<file path="src/rtl/mandel_pixel_scan.sv">
// Raster scanner for the Mandelbrot pipeline: issues one complex coordinate
// per clock and carries a matching pixel tag through a delay line so that
// the tag emerges together with the pipeline result for that pixel.
module mandel_pixel_scan #(
  parameter int WIDTH   = 20,
  parameter int H_RES   = 640,
  parameter int V_RES   = 480,
  parameter int XW      = 10,
  parameter int YW      = 9,
  parameter int LATENCY = 30
) (
  input  logic                    clk,
  input  logic                    reset,
  input  logic                    start,
  input  logic                    hold,
  input  logic signed [WIDTH-1:0] re_min,
  input  logic signed [WIDTH-1:0] im_max,
  input  logic signed [WIDTH-1:0] re_step,
  input  logic signed [WIDTH-1:0] im_step,
  output logic signed [WIDTH-1:0] c_real,
  output logic signed [WIDTH-1:0] c_imag,
  output logic                    busy,
  output logic                    tag_valid,
  output logic [XW-1:0]           tag_x,
  output logic [YW-1:0]           tag_y,
  output logic                    tag_last,
  output logic                    done
);

  localparam logic [XW-1:0] XMAX = XW'(H_RES - 1);
  localparam logic [YW-1:0] YMAX = YW'(V_RES - 1);

  typedef enum logic [1:0] {IDLE, SCAN, DRAIN} state_t;

  state_t state, state_nxt;

  logic          issue_first;
  logic          issue_step;
  logic          push_vld;
  logic          push_last;
  logic          eol;
  logic [XW-1:0] x, x_nxt;
  logic [YW-1:0] y, y_nxt;

  logic signed [WIDTH-1:0] re_min_q;
  logic signed [WIDTH-1:0] re_step_q;
  logic signed [WIDTH-1:0] im_step_q;

  // Tag delay line: stage 0 is written at the issuing edge, stage LATENCY
  // drives the tag outputs LATENCY edges later.
  logic [LATENCY:0] vld_p;
  logic [LATENCY:0] last_p;
  logic [XW-1:0]    x_p [0:LATENCY];
  logic [YW-1:0]    y_p [0:LATENCY];

  assign busy      = (state != IDLE);
  assign tag_valid = vld_p[LATENCY];
  assign tag_last  = last_p[LATENCY];
  assign tag_x     = x_p[LATENCY];
  assign tag_y     = y_p[LATENCY];
  assign done      = vld_p[LATENCY] & last_p[LATENCY];

  // State register.
  always_ff @(posedge clk or negedge reset) begin
    if (!reset) state <= IDLE;
    else        state <= state_nxt;
  end

  // Next-state logic and issue decisions, including the next raster position.
  always_comb begin
    state_nxt   = state;
    issue_first = 1'b0;
    issue_step  = 1'b0;
    x_nxt       = x;
    y_nxt       = y;
    eol         = (x == XMAX);
    case (state)
      IDLE: begin
        if (start) begin
          issue_first = 1'b1;
          x_nxt       = '0;
          y_nxt       = '0;
          // A single-pixel frame has already issued its last pixel here.
          if (XMAX == '0 && YMAX == '0) state_nxt = DRAIN;
          else                          state_nxt = SCAN;
        end
      end
      SCAN: begin
        if (!hold) begin
          issue_step = 1'b1;
          if (eol) begin
            x_nxt = '0;
            y_nxt = y + 1'b1;
          end else begin
            x_nxt = x + 1'b1;
          end
          if (x_nxt == XMAX && y_nxt == YMAX) state_nxt = DRAIN;
        end
      end
      DRAIN: begin
        if (done) state_nxt = IDLE;
      end
      default: state_nxt = IDLE;
    endcase
    push_vld  = issue_first | issue_step;
    push_last = push_vld && (x_nxt == XMAX) && (y_nxt == YMAX);
  end

  // Raster position counters follow the issued pixel.
  always_ff @(posedge clk or negedge reset) begin
    if (!reset) begin
      x <= '0;
      y <= '0;
    end else begin
      x <= x_nxt;
      y <= y_nxt;
    end
  end

  // Coordinate generation: latch frame parameters on start, step per issue.
  always_ff @(posedge clk or negedge reset) begin
    if (!reset) begin
      c_real    <= '0;
      c_imag    <= '0;
      re_min_q  <= '0;
      re_step_q <= '0;
      im_step_q <= '0;
    end else if (issue_first) begin
      c_real    <= re_min;
      c_imag    <= im_max;
      re_min_q  <= re_min;
      re_step_q <= re_step;
      im_step_q <= im_step;
    end else if (issue_step) begin
      if (eol) begin
        c_real <= re_min_q;
        c_imag <= c_imag - im_step_q;
      end else begin
        c_real <= c_real + re_step_q;
      end
    end
  end

  // Tag delay line shifts every edge; bubbles keep their slot positions.
  always_ff @(posedge clk or negedge reset) begin
    if (!reset) begin
      vld_p  <= '0;
      last_p <= '0;
      for (int i = 0; i <= LATENCY; i++) begin
        x_p[i] <= '0;
        y_p[i] <= '0;
      end
    end else begin
      vld_p  <= {vld_p[LATENCY-1:0], push_vld};
      last_p <= {last_p[LATENCY-1:0], push_last};
      x_p[0] <= x_nxt;
      y_p[0] <= y_nxt;
      for (int i = 1; i <= LATENCY; i++) begin
        x_p[i] <= x_p[i-1];
        y_p[i] <= y_p[i-1];
      end
    end
  end

endmodule
</file>
<file path="config.mk">
export PLATFORM = sky130hd
export DESIGN_NAME = mandel_pixel_scan
export DESIGN_NICKNAME = d
export VERILOG_FILES = /design/src/rtl/mandel_pixel_scan.sv
export SDC_FILE = /design/constraint.sdc
export NUM_CORES = 1
export LEC_CHECK = 0
export CORE_MARGIN = 3
export CORE_UTILIZATION = 50
export DETAILED_ROUTE_END_ITERATION = 8
export PLACE_DENSITY = 0.81
export SYNTH_ARGS = -nofsm -noshare
export SYNTH_HDL_FRONTEND = slang
export SYNTH_SLANG_ARGS = --single-unit
</file>
<file path="constraint.sdc">
create_clock -name clk -period 2.83 [get_ports clk]
set_input_delay 0.283 -clock clk [delete_from_list [all_inputs] [get_ports clk]]
set_output_delay 0.283 -clock clk [all_outputs]
set_load 0.02 [all_outputs]
</file>
Word level (Yosys, flattened, before mapping)
Index checks and enable logic that the tools add are counted.
Storage, ports and cells
  bits in registers: 753
  latch bits: 0
  memory bits (writable): 0
  ROM bits: 0
  bits of input ports: 84
  output and inout bits: 63
  word-level logic and storage cells: 123
  memories kept: 0
Cells by class
  add/subtract/negate cells: 4
  multipliers: 0
  divide/modulo/power cells: 0
  magnitude comparators: 0
  eq/ne operators: 11
  shifts and indexed selects: 0
  multiplexer cells: 27
  bitwise operators: 2
  reduce and logical (&&, ||, !) cells: 9
Operator list (count)
  2-to-1 mux 20 bit: 6
  2-to-1 mux 10 bit: 5
  2-to-1 mux 9 bit: 5
  equality test 10 bit, second input constant: 3
  adder 20 bit: 1
  case mux 10 bit (2 select lines): 1
  subtractor 20 bit: 1
  equality test 9 bit, second input constant: 2
  case mux 9 bit (2 select lines): 1
  adder 10 x 1 -> 10 bit, second input constant: 1
  adder 9 x 1 -> 9 bit, second input constant: 1
  2-to-1 mux 2 bit: 4
  inequality test 2 bit, second input constant: 4
  case mux 2 bit (3 select lines): 1
  nonzero test 2 bit: 3
  2-to-1 mux 1 bit: 4
  AND reduction 4 bit: 1
  logical AND 1 bit: 3
  equality test 2 x 1 -> 1 bit, second input constant: 1
  equality test 2 bit, second input constant: 1
  logical NOT 2 bit: 1
  AND reduction 2 bit: 1
  bitwise AND 1 bit: 1
  OR 1 bit: 1

Logic depth before layout (Yosys ltp)
Gate-level depths: netlist (run 1).
  depth after elaboration: 9
  depth in mapped cells: 11
  mapped depth without buffers: 11

Least setup slack after synthesis (run 1)
Ideal clock, no wire load.
  path kind: register -> register
  start point: register c_real[0]
  end point: register c_real[18]
  setup time: 0.142 ns
  arrival: 2.960 ns
  required time: 2.688 ns
  setup slack: -0.273 ns
  stages on the path, launching flop included: 11
  path buffers: 0
  clock period less this slack: 3.103 ns
  path through: dfrtp_1 ha_1 fa_1 a211o_1 a2111oi_2 nor2_1 a221o_1 o41a_1 a31oi_2 xor2_1 o221ai_1
Between the ends
  cells in the longest elaborated chain, start to end: 4
RTL lines
  from (decl): line 20  | output logic signed [WIDTH-1:0] c_real,
  from (signal assigned): line 129  | c_real <= re_min;
  from (signal assigned): line 136  | c_real <= re_min_q;
  from (signal assigned): line 139  | c_real <= c_real + re_step_q;
  adder 20 bit: line 139
  2-to-1 mux 20 bit: line 135  | if (eol) begin
  2-to-1 mux 20 bit: line 134  | end else if (issue_step) begin
  2-to-1 mux 20 bit: line 128  | end else if (issue_first) begin
No other way between the ends. The select of a mux whose other input is x is not followed.
A chain may end at the register's enable or synchronous reset.

Worst setup path in the final report (run 1)
  start point: register re_step_q[0]
  end point: register c_real[18]
Between the ends
  cells in the longest elaborated chain, start to end: 4
RTL lines
  from (decl): line 46  | logic signed [WIDTH-1:0] re_step_q;
  from (signal assigned): line 132  | re_step_q <= re_step;
  adder 20 bit: line 139
  2-to-1 mux 20 bit: line 135
  2-to-1 mux 20 bit: line 134
  2-to-1 mux 20 bit: line 128
No other way between the ends. The select of a mux whose other input is x is not followed.

==> results of run 1 <==
layer usage:
layer,part of all wire [%],up-vias
li1,-,5511
met2,53,362
met1,39,6446
met5,0.070,-
met4,2.1,4
met3,5.6,85
flip-flops by register name, summed over array words and instances, names as in the netlist:
signal     cells
c_imag        20
c_real        20
im_step_q     20
last_p        31
re_min_q      20
re_step_q     20
state          2
tag_x         10
tag_y          9
vld_p         31
x_p          300
y_p          270
logic make-up (layout without fill, tap and decap cells):
logic type	Yosys count	after routing	share of synthesized area (%)
simple gates	370	370	7.27
other cells	0	1	0
fa+ha+maj	42	42	2.33
mux	4	4	0.172
flops	753	753	81.1
compound gates	231	231	6.11
buf+inv	90	378	1.84
xor+xnor	31	31	1.17
critical path: stages, from the launching register on:
cell and delay (ns):
dfrtp_1 0.41, ha_4 0.18, fa_2 0.34, a211o_1 0.34, a2111oi_4 0.34, nor2_1 0.12, a221o_1 0.33, o41a_1 0.39
a31oi_2 0.20, xor2_1 0.16, o221ai_1 0.13
repair_timing:
action                                 4_1_cts  5_1_grt
hold buffers                                 1        0
resized for setup                            4       19
setup endpoints to repair                    5        9
endpoints found under the hold margin       70        0
pin swaps                                    1        9
setup buffers                                4        2
worst max-delay path by stage:
| stage | endpoint | slack [ns] | cells after the start |
|---|---|---|---|
| floorplan | c_real[18] | -0.11 | 10 |
| global placement | c_real[18] | -0.23 | 10 |
| detailed placement | c_real[18] | -0.22 | 10 |
| CTS | c_real[18] | -0.24 | 10 |
| global route | c_real[18] | -0.37 | 10 |
| finish | c_real[18] | -0.28 | 10 |
stage by stage:
step | util (%) | setup TNS, ns | instances | total power, µW | worst slack, ns
floorplan | - | -0.152 | 1521 | 15000 | -0.114
global placement | 56.4 | -0.463 | 2269 | 16600 | -0.230
detailed placement | 56.4 | -0.476 | 2269 | 16900 | -0.219
CTS | 62.3 | -0.485 | 2407 | 27700 | -0.239
global route | 62.5 | -0.928 | 2409 | 28900 | -0.371
finish | 62.5 | -0.596 | 2410 | 27600 | -0.279
power by group:
part	total [µW]	leakage, µW	internal (µW)	switching, µW
Combinational	4580	0.00282	2120	2460
Clock	10600	0.00129	6300	4260
Sequential	12500	0.0101	11800	633
Total	27600	0.0142	20300	7350
Yosys cell counts, types with 6 or more instances:
| cell type | number |
|---|---|
| nor2b_1 | 9 |
| clkbuf_1 | 33 |
| o31ai_1 | 7 |
| a31oi_1 | 10 |
| nand2_1 | 202 |
| a21oi_1 | 60 |
| nor2_1 | 50 |
| dfrtp_1 | 753 |
| nor3_1 | 14 |
| a21o_1 | 16 |
| nand3_1 | 27 |
| or3_1 | 11 |
| xnor2_1 | 19 |
| xor2_1 | 12 |
| o221ai_1 | 6 |
| buf_1 | 6 |
| nand2b_1 | 9 |
| ha_1 | 40 |
| buf_4 | 19 |
| inv_1 | 28 |
| o21ai_0 | 84 |
| and3_1 | 18 |
cell type report:
class	count	area share, %
Multi-Input combinational cell	678	14.3
Antenna cell	1	0.00876
Timing Repair Buffer	217	7.40
Sequential cell	753	66.0
Clock inverter	33	1.95
Clock buffer	100	7.36
Inverter	28	0.368
Tap cell	600	2.63
==> impl_results.md, run 1 <==
- Most used routing layer: met2
- Post-synthesis instance total: 1,521
- Routing usage on met1: 25.0%
- Congestion Overflow GR: 0
- Die footprint: 49,100 µm²
- Met2 Use GR: 36.8%
- Routed wire per std cell: 20.2 µm
- Leak: 0.0142 µW
- Hold path depth: 3
- Ys flop type: dfrtp_1
- Total wire length: 48,600 µm
- Share of layout cells above drive strength 1: 12.2%
- Worst Setup End Kind: register
- Initial DRT Pass Iterations: 7
- Outcome: finished, violations left
- Vias in the first global route: 13,700
- Via count: 12,400
- Row count: 78
- Final worst path period need: 3.11 ns
- Routed Antenna Nets: 0
- Synth Register Bits: 753
- Number of synthesized flops with an enable pin: 0
- Most frequent cells in the layout: 751 x dfrtp_1, 202 x nand2_1, 145 x clkdlybuf4s50_1, 77 x o21ai_0, 76 x clkbuf_16
- Failing checks: negative setup slack
- Clock buffer depth: 3
- Area Growth Syn to Fin: 22.9%
- GRT met3 Usage: 5.20%
- First-pass GRT wire length: 78,100 µm
- Slew @ Worst Pin: 0.760 ns
- Fin. Hold Viols: 0
- Sequential Area: 18,800 µm²
- Largest net degree at the start of global routing: 121
- Hold slack: 0.207 ns
- Maximum VDD drop: 0.718 mV
- Reg2Reg Setup Slack: -0.28 ns
- Root Driver: clkbuf_16
- Cts bufs inserted: 74
- Count of pins over their slew limit: 0
- Gr usage total: 20.5%
- Multi-input gate area: 4080 µm²
- Syn Std Cell Area: 23,200 µm²
- Io pins: 147
- Most common cell after layout, fill and taps aside: dfrtp_1
- Setup crit start kind: register
- Die Span Y: 222 µm
- PortBufs: 146
- Initial antenna violation count: 2
- Endpoints failing setup: 3
- Clk Latency, worst-skew pair: 0.60 ns
- R2r startpoint: re_step_q[0]
- Reported max-cap violation count: 0
- Clock-pin transition on the worst setup and hold timing paths: 0.06 ns
- R2R depth: 10
- Yosys Warn Count: 0
- FFs w/ async S/R, synth: 100%
- Placer congestion estimate: 0.864
- Synth area leader: dfrtp_1
- Post-Syn Nets: 1,647
- Post-synthesis cell type count: 66
- Relative slew margins: 49.4%
- Worst-path fanout max: 3
- Initial DRC Count: 807
- Tcrit/Tclk final: 110%
- Starting density of the core: 50.9%
- Final-stage net count: 1,878
- Yosys top cell area share: 81.1%
- FILL cells: 3,164
- Largest cells by area after synthesis: dfrtp_1 81%, nand2_1 3.3%, ha_1 2.2%
- Htree depth: 3
- Vias per cell: 5.15
- Post-synthesis sequential area ratio: 81.1%
- RSZ-0062 raised after global routing: true
- Reg-to-reg endpoint: c_real[18]
- HP Start: re_step[8]
- Total placed instance area: 25,800 µm²
- Critical path required time: 3.27 ns
- DRC: 0
- Core area: 45,700 µm²
- CTS sink cnt: 753
- Launch point of the worst path: re_step_q[0]
- FMAX: 322 MHz
- Mapped Avg Cell Area: 15.3 µm²
- Worst Hold Class: in2reg
- Hpwl dp: 27,000 µm
- CTS tree: yes
- Setup ws final: -0.279 ns
- Pwr per Cell Area: 966 nW/µm²
- Worst Skew: 0.0240 ns
- Die Span X: 222 µm
- Crit Path Class: reg2reg
- Final instance area: 28,600 µm²
- Worst path arrival time: 3.54 ns
- Hold EP: re_step_q[8]
No activity file was read; power rests on OpenSTA's default activity.
==> inputs of run 2 (changes only) <==
--- a/config.mk
+++ b/config.mk
@@ -5,10 +5,12 @@
 export SDC_FILE = /design/constraint.sdc
 export NUM_CORES = 1
 export LEC_CHECK = 0
+export ABC_AREA = 1
 export CORE_MARGIN = 3
 export CORE_UTILIZATION = 50
 export DETAILED_ROUTE_END_ITERATION = 8
-export PLACE_DENSITY = 0.81
+export GPL_ROUTABILITY_DRIVEN = 0
+export PLACE_DENSITY = 0.78
 export SYNTH_ARGS = -nofsm -noshare
 export SYNTH_HDL_FRONTEND = slang
 export SYNTH_SLANG_ARGS = --single-unit
==> constraint.sdc (replaced) <==
create_clock -name clk -period 2.9 [get_ports clk]
set_input_delay 0.29 -clock clk [delete_from_list [all_inputs] [get_ports clk]]
set_output_delay 0.29 -clock clk [all_outputs]
set_load 0.02 [all_outputs]
==> run 2 against run 1 <==
Compared with the run above:
- the run now ends clean
- worst hold slack improved by 0.029 ns
- synthesized area rose by 1.9%
- clock skew shrank 0.0018 ns
- cell area is 1.1% lower
- first-iteration DRC count rose by 39%
- utilization fell by 2.0 points
- via count is 5.6% higher
- clock power down 14%
- maximum frequency increased by 26%
- die area rose by 1.8%
- clock-buffer cell count up 2
- critical endpoint is now c_imag[14]
- highest routed layer unchanged
==> impl_results.md, run 2 <==
- Outcome: finished clean
- Clock-pin transition on the worst setup and hold timing paths: 0.06 ns
- Final-stage net count: 2,035
- Yosys top cell area share: 79.6%
- Relative slew margins: 49.9%
- Count leader, synth: dfrtp_1
- Initial antenna violation count: 2
- Routed wire per std cell: 17.6 µm
- Top Registers: x_p: 300 flops, y_p: 270 flops
- Pwr per Cell Area: 711 nW/µm²
- Post-synthesis instance total: 1,717
- CTS resizes: 0
- Clock power frac: 45.6%
- Final worst path period need: 2.47 ns
- Worst Hold Class: in2reg
- Hold path depth: 3
- Hpwl dp: 27,600 µm
- Hold EP: re_step_q[17]
- Starting density of the core: 50.7%
- Via count: 13,100
- Sw Pwr: 4100 µW
- Endpoints failing setup: 0
- Largest reg by FF count: x_p
- Congestion Overflow GR: 0
- HP Start: re_step[17]
- Worst Skew: 0.0222 ns
- Reg2Reg Setup Slack: 0.43 ns
- Count of pins over their slew limit: 0
- Post-synthesis cell type count: 39
- PortBufs: 146
- Clock buffer depth: 3
- Cts bufs inserted: 71
- Ys flop type: dfrtp_1
- Yosys Warn Count: 0
- Die Span X: 224 µm
- Switch share: 20.4%
- Total wire length: 45,300 µm
- Root Driver: clkbuf_16
- FFs w/ async S/R, synth: 100%
- Pre-CTS setup slack: 0.518 ns
- Setup ws final: 0.432 ns
- N_diodes: 0
- Tcrit/Tclk final: 85.1%
- Vias per cell: 5.10
- R2R depth: 10
- Fin. Hold Viols: 0
- Finished Layout Cells: 2,571
- Share of layout cells above drive strength 1: 8.20%
- CTS sink cnt: 753
- Leak: 0.0135 µW
- Most common cell after layout, fill and taps aside: dfrtp_1
- Io pins: 147
- Worst path arrival time: 2.94 ns
- Hold slack: 0.236 ns
- Htree depth: 3
- Gr usage total: 18.9%
- Reg power frac: 52.6%
- Area Growth Syn to Fin: 19.3%
- Hold Buf Count CTS: 1
- Most frequent cells in the layout: 753 x dfrtp_1, 339 x nand2_1, 145 x clkdlybuf4s50_1, 112 x inv_1, 88 x o21ai_0
- Die footprint: 50,000 µm²
- Final setup TNS: 0 ns
- Initial DRT Pass Iterations: 6
- Mapped Avg Cell Area: 13.8 µm²
- R2r startpoint: c_imag[8]
- Maximum VDD drop: 0.548 mV
- Largest cells by area after synthesis: dfrtp_1 80%, nand2_1 5.4%, ha_1 2.1%
- Crit Path Class: reg2reg
- Largest net degree at the start of global routing: 101
- Core area: 46,700 µm²
- Post-Syn Nets: 1,843
- Synth cell count leaders: 753 x dfrtp_1, 339 x nand2_1, 112 x inv_1
- FMAX: 405 MHz
- CTS tree: yes
- First-pass GRT wire length: 74,700 µm
- Synth area leader: dfrtp_1
- Synth Register Bits: 753
- Int Pwr: 16,000 µW
- Slew @ Worst Pin: 0.744 ns
- Die Span Y: 224 µm
- Setup bufs post-CTS: 0
- Vias in the first global route: 14,300
- Initial DRC Count: 1,124
- Worst-path fanout max: 5
- Critical path required time: 3.37 ns
- Routed Antenna Nets: 0
- Post-synthesis sequential area ratio: 79.6%
- Number of synthesized flops with an enable pin: 0
- Syn Std Cell Area: 23,700 µm²
- Post-Route Utilization: 60.5%
- Max reg flops: 300
- Comb pwr share: 1.8%
- Reg-to-reg endpoint: c_imag[14]
- RSZ-0062 raised after global routing: false
- Worst Setup End Kind: register
- DRC: 0
- Dpl cells: 2,442
- Row count: 79
- Setup crit start kind: register
- Reported max-cap violation count: 0
- Clk Latency, worst-skew pair: 0.59 ns
==> run 2: worst max-delay path, cell delays in order (launching register included) <==
cell and delay, ns:
dfrtp_1 0.40, ha_1 0.38, nand2_1 0.11, nor2_1 0.16, nand4_1 0.10, o21ai_0 0.61, nand2_1 0.19, nand3b_1 0.15
nand3_1 0.10, nand2_1 0.09, nand2_1 0.06
==> run 2: layout make-up <==
class / instances / area, µm²
repair buffers: 173 / 1770
flip-flops and latches: 753 / 18800
fillers: 3335 / 18400
well taps: 607 / 759
inverters: 117 / 442
clock buffers: 102 / 2070
multi-input cells: 793 / 4070
clock inverters: 26 / 278
==> run 2: metal layers <==
layer / global-route usage (%) / wire length [µm] / up-vias / part of all wire, %
met5: 0 / 27 / - / 0.060
met4: 6.93 / 1620 / 4 / 3.6
met3: 3.94 / 2270 / 137 / 5.0
met2: 33.6 / 24100 / 504 / 53
met1: 22.9 / 17200 / 6593 / 38
li1: - / - / 5866 / -
==> run 2: cells by family after synthesis <==
group	Yosys count	synth area share [%]
flip-flops	753	79.6
adder cells (fa/ha/maj)	42	2.28
XOR/XNOR	23	0.851
buffers and inverters	171	3.18
AO/OA/AOI/OAI	212	4.95
AND/OR/NAND/NOR	516	9.10
==> run 2: stage by stage <==
step	total power [µW]	instance area (µm²)
final	20100	28200
after global routing	20800	28200
after CTS	20400	28200
after detailed placement	11100	25900
after global placement	11100	25900
after floorplan	10800	23700
==> run 2: worst max path at each step <==
stage | startpoint | to | slack [ns] | cells past startpoint
final | c_imag[8] | c_imag[14] | 0.43 | 10
after global routing | x_p[300] | c_imag[3] | 0.26 | 11
after CTS | x_p[301] | c_imag[4] | 0.49 | 11
after detailed placement | c_imag[2] | c_imag[19] | 0.52 | 10
after global placement | x_p[300] | c_imag[3] | 0.67 | 11
after floorplan | c_imag[0] | c_imag[16] | 0.73 | 11
==> run 2: power groups by stage <==
stage | clock (µW) | combinational, µW | sequential (µW)
final | 9150 | 362 | 10600
after CTS | 9440 | 381 | 10600
after floorplan | 0 | 9.81 | 10800
after detailed placement | 0 | 375 | 10800
after global routing | 9860 | 411 | 10600
after global placement | 0 | 359 | 10800
